--- src/rtl/pkg_system_mdr.sv ---
// Shared types and constants for the shift-add multiplier slice.
package pkg_system_mdr;

   localparam int unsigned DEFAULT_SDW = 32;

   typedef logic [DEFAULT_SDW-1:0] data_t;

   typedef enum logic [1:0] {
      ST_IDLE = 2'd0,
      ST_LOAD = 2'd1,
      ST_CALC = 2'd2,
      ST_DONE = 2'd3
   } state_e;

   typedef enum logic {
      DIR_LEFT  = 1'b0,
      DIR_RIGHT = 1'b1
   } shift_dir_e;

endpackage : pkg_system_mdr

--- src/rtl/mult_shift_reg.sv ---
// Loadable shift register with shift enable; load wins over shift.
// OUT_W exposes only the low bits that the consumer actually needs.
module mult_shift_reg
   import pkg_system_mdr::*;
#(
   parameter int unsigned W     = 32,
   parameter shift_dir_e  DIR   = DIR_LEFT,
   parameter int unsigned SHIFT = 1,
   parameter int unsigned OUT_W = W
) (
   input  logic             clk,
   input  logic             rst,
   input  logic             i_load,
   input  logic [W-1:0]     i_load_val,
   input  logic             i_shift_en,
   output logic [OUT_W-1:0] o_val
);

   logic [W-1:0] val_d;
   logic [W-1:0] val_q;

   always_comb begin
      val_d = val_q;
      if (i_load) begin
         val_d = i_load_val;
      end else if (i_shift_en) begin
         val_d = (DIR == DIR_LEFT) ? (val_q << SHIFT) : (val_q >> SHIFT);
      end
   end

   always_ff @(posedge clk or negedge rst) begin
      if (!rst) begin
         val_q <= '0;
      end else begin
         val_q <= val_d;
      end
   end

   assign o_val = val_q[OUT_W-1:0];

endmodule : mult_shift_reg

--- src/rtl/shift_add_mult.sv ---
// Sequential shift-and-add multiplier, fixed SDW+2 cycle latency.
// Define SIGNED_MULT_EN for two's-complement operands (sign/magnitude around the core).
module shift_add_mult
   import pkg_system_mdr::*;
#(
   parameter int unsigned SDW = DEFAULT_SDW
) (
   input  logic           clk,
   input  logic           rst,
   input  logic           i_start,
   input  logic [SDW-1:0] i_multiplicand,
   input  logic [SDW-1:0] i_multiplier,
   output logic [SDW-1:0] o_product,
   output logic           o_overflow,
   output logic           o_busy,
   output logic           o_done
);

   localparam int unsigned AW    = 2 * SDW;
   localparam int unsigned CNT_W = $clog2(SDW) + 1;

   state_e           state_d, state_q;
   logic [SDW-1:0]   a_d, a_q;
   logic [SDW-1:0]   b_d, b_q;
   logic [AW-1:0]    acc_d, acc_q;
   logic [CNT_W-1:0] cnt_d, cnt_q;
   logic [SDW-1:0]   product_d, product_q;
   logic             ovf_d, ovf_q;
   logic             busy_d, busy_q;
   logic             done_d, done_q;

   logic             sr_load;
   logic             sr_shift_en;
   logic [AW-1:0]    mcand_val;
   logic             mplier_lsb;

   logic [SDW-1:0]   a_mag_c;
   logic [SDW-1:0]   b_mag_c;
   logic [AW-1:0]    acc_sum_c;
   logic [AW-1:0]    result_c;
   logic             ovf_c;

   mult_shift_reg #(
      .W     (AW),
      .DIR   (DIR_LEFT),
      .SHIFT (1),
      .OUT_W (AW)
   ) u_mcand_sr (
      .clk        (clk),
      .rst        (rst),
      .i_load     (sr_load),
      .i_load_val ({{SDW{1'b0}}, a_mag_c}),
      .i_shift_en (sr_shift_en),
      .o_val      (mcand_val)
   );

   mult_shift_reg #(
      .W     (SDW),
      .DIR   (DIR_RIGHT),
      .SHIFT (1),
      .OUT_W (1)
   ) u_mplier_sr (
      .clk        (clk),
      .rst        (rst),
      .i_load     (sr_load),
      .i_load_val (b_mag_c),
      .i_shift_en (sr_shift_en),
      .o_val      (mplier_lsb)
   );

   // Partial-product accumulate for the current CALC step.
   always_comb begin
      acc_sum_c = mplier_lsb ? (acc_q + mcand_val) : acc_q;
   end

`ifdef SIGNED_MULT_EN
   logic neg_c;

   // Magnitudes into the core, sign restored on the final sum.
   always_comb begin
      neg_c    = a_q[SDW-1] ^ b_q[SDW-1];
      a_mag_c  = a_q[SDW-1] ? ((~a_q) + SDW'(1)) : a_q;
      b_mag_c  = b_q[SDW-1] ? ((~b_q) + SDW'(1)) : b_q;
      result_c = neg_c ? ((~acc_sum_c) + AW'(1)) : acc_sum_c;
      ovf_c    = !((&result_c[AW-1:SDW-1]) || !(|result_c[AW-1:SDW-1]));
   end
`else
   always_comb begin
      a_mag_c  = a_q;
      b_mag_c  = b_q;
      result_c = acc_sum_c;
      ovf_c    = |acc_sum_c[AW-1:SDW];
   end
`endif

   // Next-state and datapath control.
   always_comb begin
      state_d     = state_q;
      a_d         = a_q;
      b_d         = b_q;
      acc_d       = acc_q;
      cnt_d       = cnt_q;
      product_d   = product_q;
      ovf_d       = ovf_q;
      done_d      = 1'b0;
      sr_load     = 1'b0;
      sr_shift_en = 1'b0;

      case (state_q)
         ST_IDLE: begin
            if (i_start) begin
               a_d     = i_multiplicand;
               b_d     = i_multiplier;
               state_d = ST_LOAD;
            end
         end
         ST_LOAD: begin
            acc_d   = '0;
            cnt_d   = '0;
            sr_load = 1'b1;
            state_d = ST_CALC;
         end
         ST_CALC: begin
            acc_d       = acc_sum_c;
            sr_shift_en = 1'b1;
            cnt_d       = cnt_q + CNT_W'(1);
            // Final step: publish result so o_done and o_product appear in DONE.
            if (cnt_q == CNT_W'(SDW - 1)) begin
               product_d = result_c[SDW-1:0];
               ovf_d     = ovf_c;
               done_d    = 1'b1;
               state_d   = ST_DONE;
            end
         end
         ST_DONE: begin
            state_d = ST_IDLE;
         end
         default: begin
            state_d = ST_IDLE;
         end
      endcase

      busy_d = (state_d != ST_IDLE);
   end

   always_ff @(posedge clk or negedge rst) begin
      if (!rst) begin
         state_q   <= ST_IDLE;
         a_q       <= '0;
         b_q       <= '0;
         acc_q     <= '0;
         cnt_q     <= '0;
         product_q <= '0;
         ovf_q     <= 1'b0;
         busy_q    <= 1'b0;
         done_q    <= 1'b0;
      end else begin
         state_q   <= state_d;
         a_q       <= a_d;
         b_q       <= b_d;
         acc_q     <= acc_d;
         cnt_q     <= cnt_d;
         product_q <= product_d;
         ovf_q     <= ovf_d;
         busy_q    <= busy_d;
         done_q    <= done_d;
      end
   end

   assign o_product  = product_q;
   assign o_overflow = ovf_q;
   assign o_busy     = busy_q;
   assign o_done     = done_q;

endmodule : shift_add_mult
--- config.mk ---
export PLATFORM = sky130hd
export DESIGN_NAME = shift_add_mult
export DESIGN_NICKNAME = d
export VERILOG_FILES = /design/src/rtl/pkg_system_mdr.sv /design/src/rtl/mult_shift_reg.sv /design/src/rtl/shift_add_mult.sv
export SDC_FILE = /design/constraint.sdc
export NUM_CORES = 1
export LEC_CHECK = 0
export BUFFER_PORTS_ARGS = -buffer_cell sky130_fd_sc_hd__buf_4
export CAP_MARGIN = 0
export CORE_AREA = 2 2 163 165
export CTS_CLUSTER_DIAMETER = 120
export DETAILED_ROUTE_END_ITERATION = 7
export DIE_AREA = 0 0 165 167
export GPL_TIMING_DRIVEN = 0
export HOLD_SLACK_MARGIN = 0.15
export PLACE_DENSITY = 0.81
export SKIP_CTS_REPAIR_TIMING = 1
export SYNTH_ARGS = -nofsm -noshare
export SYNTH_HDL_FRONTEND = slang
export SYNTH_HIERARCHICAL = 1
export SYNTH_SLANG_ARGS = --single-unit
export TNS_END_PERCENT = 1
--- constraint.sdc ---
create_clock -name clk -period 4.1 [get_ports clk]
set_clock_uncertainty 0.2 [all_clocks]
set_input_delay 0.205 -clock clk [delete_from_list [all_inputs] [get_ports clk]]
set_output_delay 0.205 -clock clk [all_outputs]
set_load 0.005 [all_outputs]
Yosys cells after proc, flatten, opt, wreduce, memory -nomap -nowiden:

Cells that the tools add are included.

* add/subtract/negate cells: 2
* eq/ne operators: 4
* muxes and demuxes: 14
* reduce and logical (&&, ||, !) cells: 7

Operators by type and width (number)
* two-way mux 64 bit: 3
* one-hot mux 64 bit (2 select lines): 1
* adder 64 bit: 1
* two-way mux 32 bit: 2
* OR reduction 32 bit: 1
* one-hot mux 6 bit (2 select lines): 1
* one-hot mux 2 bit (4 select lines): 1
* adder 6 x 1 -> 6 bit (second input constant): 1
* equality test 6 x 5 -> 1 bit (second input constant): 1
* nonzero test 2 bit: 3
* equality test 2 bit (second input constant): 2
* two-way mux 1 bit: 4
* two-way mux 2 bit: 2
* AND reduction 2 bit: 2
* equality test 2 x 1 -> 1 bit (second input constant): 1
* logical NOT 2 bit: 1

* bits in registers: 267
* input bits: 67
* output and inout bits: 35

Depth between registers and ports, before layout:

* word-level depth: 4
* mapped depth: 15

Modules after synthesis:

Netlist, hierarchy kept.

Modules (own cells, without submodules)
* shift_add_mult: times used 1, cells each 1262, area each 11303.3 µm², seq. area each 4279.1 µm²
* mult_shift_reg (u_mcand_sr): times used 1, cells each 277, area each 2996.6 µm², seq. area each 1601.5 µm²
* mult_shift_reg (u_mplier_sr): times used 1, cells each 139, area each 1515.2 µm², seq. area each 800.8 µm²

Worst setup path after synthesis:

Ideal clock, no wire load.

* kind: flip-flop to flip-flop
* start: register acc_q[28]
* end: register ovf_q (netlist: o_overflow)
* library setup time: 133 ps
* arrival time: 3084 ps
* data required time: 3767 ps
* path slack: 682 ps
* stages on the path, launching flop included: 15
* clock period less this slack: 3418 ps
* cell sequence: dfrtp_1 > ha_1 > buf_2 > nand2_1 > nor2_1 > a21oi_1 > or4b_1 > a31oi_1 > nor2b_1 > o21bai_1 > xor2_1 > a2111oi_0 > nand4_1 > nor4_1 > a31oi_1

* word-level cells in the longest chain between the ends: 3

Ends and longest elaborated chain
* start: declaration: line shift_add_mult.sv:25 `logic [AW-1:0] acc_d, acc_q;`
* start signal: assignment: line shift_add_mult.sv:151 `acc_q <= '0;`
* start signal: assignment: line shift_add_mult.sv:161 `acc_q <= acc_d;`
* adder 64 bit: line shift_add_mult.sv:73 `acc_sum_c = mplier_lsb ? (acc_q + mcand_val) : acc_q;`
* two-way mux 64 bit: line shift_add_mult.sv:73
* OR reduction 32 bit: line shift_add_mult.sv:92 `ovf_c = |acc_sum_c[AW-1:SDW];`
* end signal: assignment: line shift_add_mult.sv:164 `ovf_q <= ovf_d;`
* end: declaration: line shift_add_mult.sv:28 `logic ovf_d, ovf_q;`

No other way between the ends.
A chain may end at the register's enable or synchronous reset.

Worst setup path after layout:

* start: register acc_q[14]
* end: register ovf_q (netlist: o_overflow)

Same word-level chain as after synthesis.

==> results.toml <==
[status]
status = "finished, final reports clean"

[job]
drv_cap = 0

[power_and_ir_drop]
p_per_area_nw_per_um2 = 784
power.leakage_nw = 8.52
p_total_mw = 14.9
ir_drop_uv = 512

[timing]
setup_ws_ns = 0.0458
max-slew-margin-rel_pct = 37.3
hold_viol = 0
worst_hold_slack_ns = 0.216
final_max_slew_viol_count = 0
setup_viol = 0
period_minus_slack_ns = 4.05
fin_crit_sh_pct = 98.9
worst_slew_pin_slew_ns = 0.941
rsz0062_at_grt = "yes"
max_clock_freq_mhz = 247

[worst_hold_path]
hold_class = "in -> reg"
hold-path-cell-count = 3
min_to = "a_mag_c[24]"
min_from = "i_multiplicand[24]"

[route]
dr_total_vias = 13642
drcViolationCount = 0
ant_nets = 0
finalWirelength_um = 44900
wl_per_cell_um = 19.8
vias_per_cell = 6.02
drt-initial-drc-count = 1161
first_pass_iters = 6

[setup_path]
ff2ff_setup_slack_ns = 0.05
r2r_end = "o_overflow"
required_ns = 4.33
worstSetupEndpointType = "flop"
r2r_cells = 13
cp.arrival_ns = 4.29
critPathMaxFanout = 6
worstSetupPathType = "reg -> reg"
r2r-start = "acc_q[14]"
worstSetupStartpointType = "flop"

[synthesis]
netlist_area_sq_um = 15800
yosys.area.top_type = "dfrtp_1"
ys_seq_elements = 267
synth_area_leaders = "dfrtp_1 (42%), mux2i_1 (7.9%), ha_1 (5.4%), mux2_2 (5.3%), nand2_1 (4.9%)"
yosys_warnings = 6
synth-edff-count = 0
ys.flop_type = "dfrtp_1"
yosysMostFrequentCell = "dfrtp_1"
synth_top_area_share_pct = 42.2
synth.avg_cell_area_sq_um = 9.43
synth_cell_types = 80
synthArstFlopShare_pct = 100
ys_top_cells_by_count = "dfrtp_1 (267), nand2_1 (205), mux2i_1 (125)"
synth_cells = 1678
ys_seq_area_share_pct = 42.2

[clocking]
clkLatencyLatePin_ns = 0.57
htreeDepth = 1
clock_sinks = 267
clk_pin_slew_ns = 0.06
clockRootBuffer = "clkbuf_16"
cts_buffer_depth = 3
cts_made_buffers = 28
cts_tree = "built"

[cells_and_area]
antennaDiodeCount = 0
nNetsFinal = 2051
stdcell_area_sq_um = 19000
syn_to_final_growth_pct = 20.1
drive_gt1_share_pct = 16.5
fin_util_pct = 73.7
fill_cells = 1809

[floorplanning]
placementRows = 59
die_h_um = 167
ios = 102
core_region_area_sq_um = 25800
dieArea_sq_um = 27600
start_util_pct = 61.4
fp.dieW_um = 165

[placed_design]
io_buffer_count = 101
placed_cell_area_sq_um = 17200
gp_congestion = 0.959
hpwl_um = 31900
post-place-ws_ns = -0.311

[global_routing]
grt_use_total_pct = 31.2
antenna_found_initial = 1
gr-total-overflow = 0
grt_max_degree = 102
grt_pass1_vias = 13377
grt_pass1_wl_um = 68600
==> registers in the layout, summed over array words and instances (netlist names), 2 cells and up <==
name               cells
u_mcand_sr/o_val      64
b_mag_c               32
cnt_q                  6
acc_q                 64
state_q                2
u_mplier_sr/val_q     32
a_mag_c               32
o_product             32
==> worst max-delay path by stage <==
stage                     slack (ns)        from  cells past startpoint          to
final                           0.05   acc_q[14]                     13  o_overflow
after global routing           -0.09   acc_q[14]                     14  o_overflow
after CTS                      -0.34   acc_q[15]                     13  o_overflow
after detailed placement       -0.31   acc_q[15]                     13  o_overflow
after global placement         -0.86  state_q[0]                     10  o_overflow
after floorplan                 0.68   acc_q[28]                     14  o_overflow
==> layer usage <==
layer | up-vias | global-route usage, % | wire length [um]
li1 | 6439 | - | -
met1 | 6615 | 44.1 | 19400
met2 | 487 | 49.5 | 21100
met3 | 99 | 4.58 | 3080
met4 | 2 | 10.1 | 1390
met5 | - | 0 | 13
==> layout by cell type (no fill, tap or decap), drive strengths merged, types with 30 or more instances in the layout <==
cell type    synthesis  final
mux2                75     75
inv                 85     85
clkbuf              55     96
a21oi              122    122
conb                 1     32
mux2i              125    125
nand2              206    206
nand4               30     30
o22ai               58     58
o21ai              172    172
buf                 45    156
dlygate4sd3          0     67
dfrtp              267    267
nor2                91     91
ha                  68     68
==> power breakdown <==
part	internal [mW]	switching, mW	total, mW
Sequential	3.68	0.801	4.48
Clock	1.43	1.05	2.48
Combinational	3.14	4.80	7.93
==> cell type report <==
cell class	count	area, sq um	share of cell area (%)
clock buffers	43	817	4.30
well taps	335	419	2.21
plain buffers	98	573	3.02
clock inverters	4	72.6	0.382
repair buffers	178	1570	8.27
multi-input cells	1256	8540	44.9
flip-flops and latches	267	6680	35.2
inverters	86	323	1.70
==> worst max-delay path: stages (launching register included) <==
cell and delay, ns:
dfrtp_1 0.39, ha_1 0.41, a21oi_1 0.31, o21a_1 0.19, a2bb2oi_1 0.19, nand3_1 0.22
or2_2 0.44, a21oi_1 0.27, o21ai_0 0.18, xnor2_1 0.38, a41o_1 0.26, nand4_1 0.13
nor4_2 0.23, a31oi_1 0.13
==> per-stage QoR <==
stage	TNS [ns]	instances
after floorplan	0	1709
after global placement	-20.70	2145
after detailed placement	-0.360	2148
after CTS	-0.426	2195
after global routing	-0.0949	2267
final	0	2267
==> cell families after synthesis <==
logic type | after synthesis | share of synthesized area [%]
buf+inv | 186 | 5.71
simple gates | 419 | 11.8
compound gates | 478 | 18.3
mux | 200 | 13.3
flops | 267 | 42.2
fa+ha+maj | 69 | 5.51
other cells | 1 | 0.0237
xor+xnor | 58 | 3.21
Power figures use the tool's default switching activity.
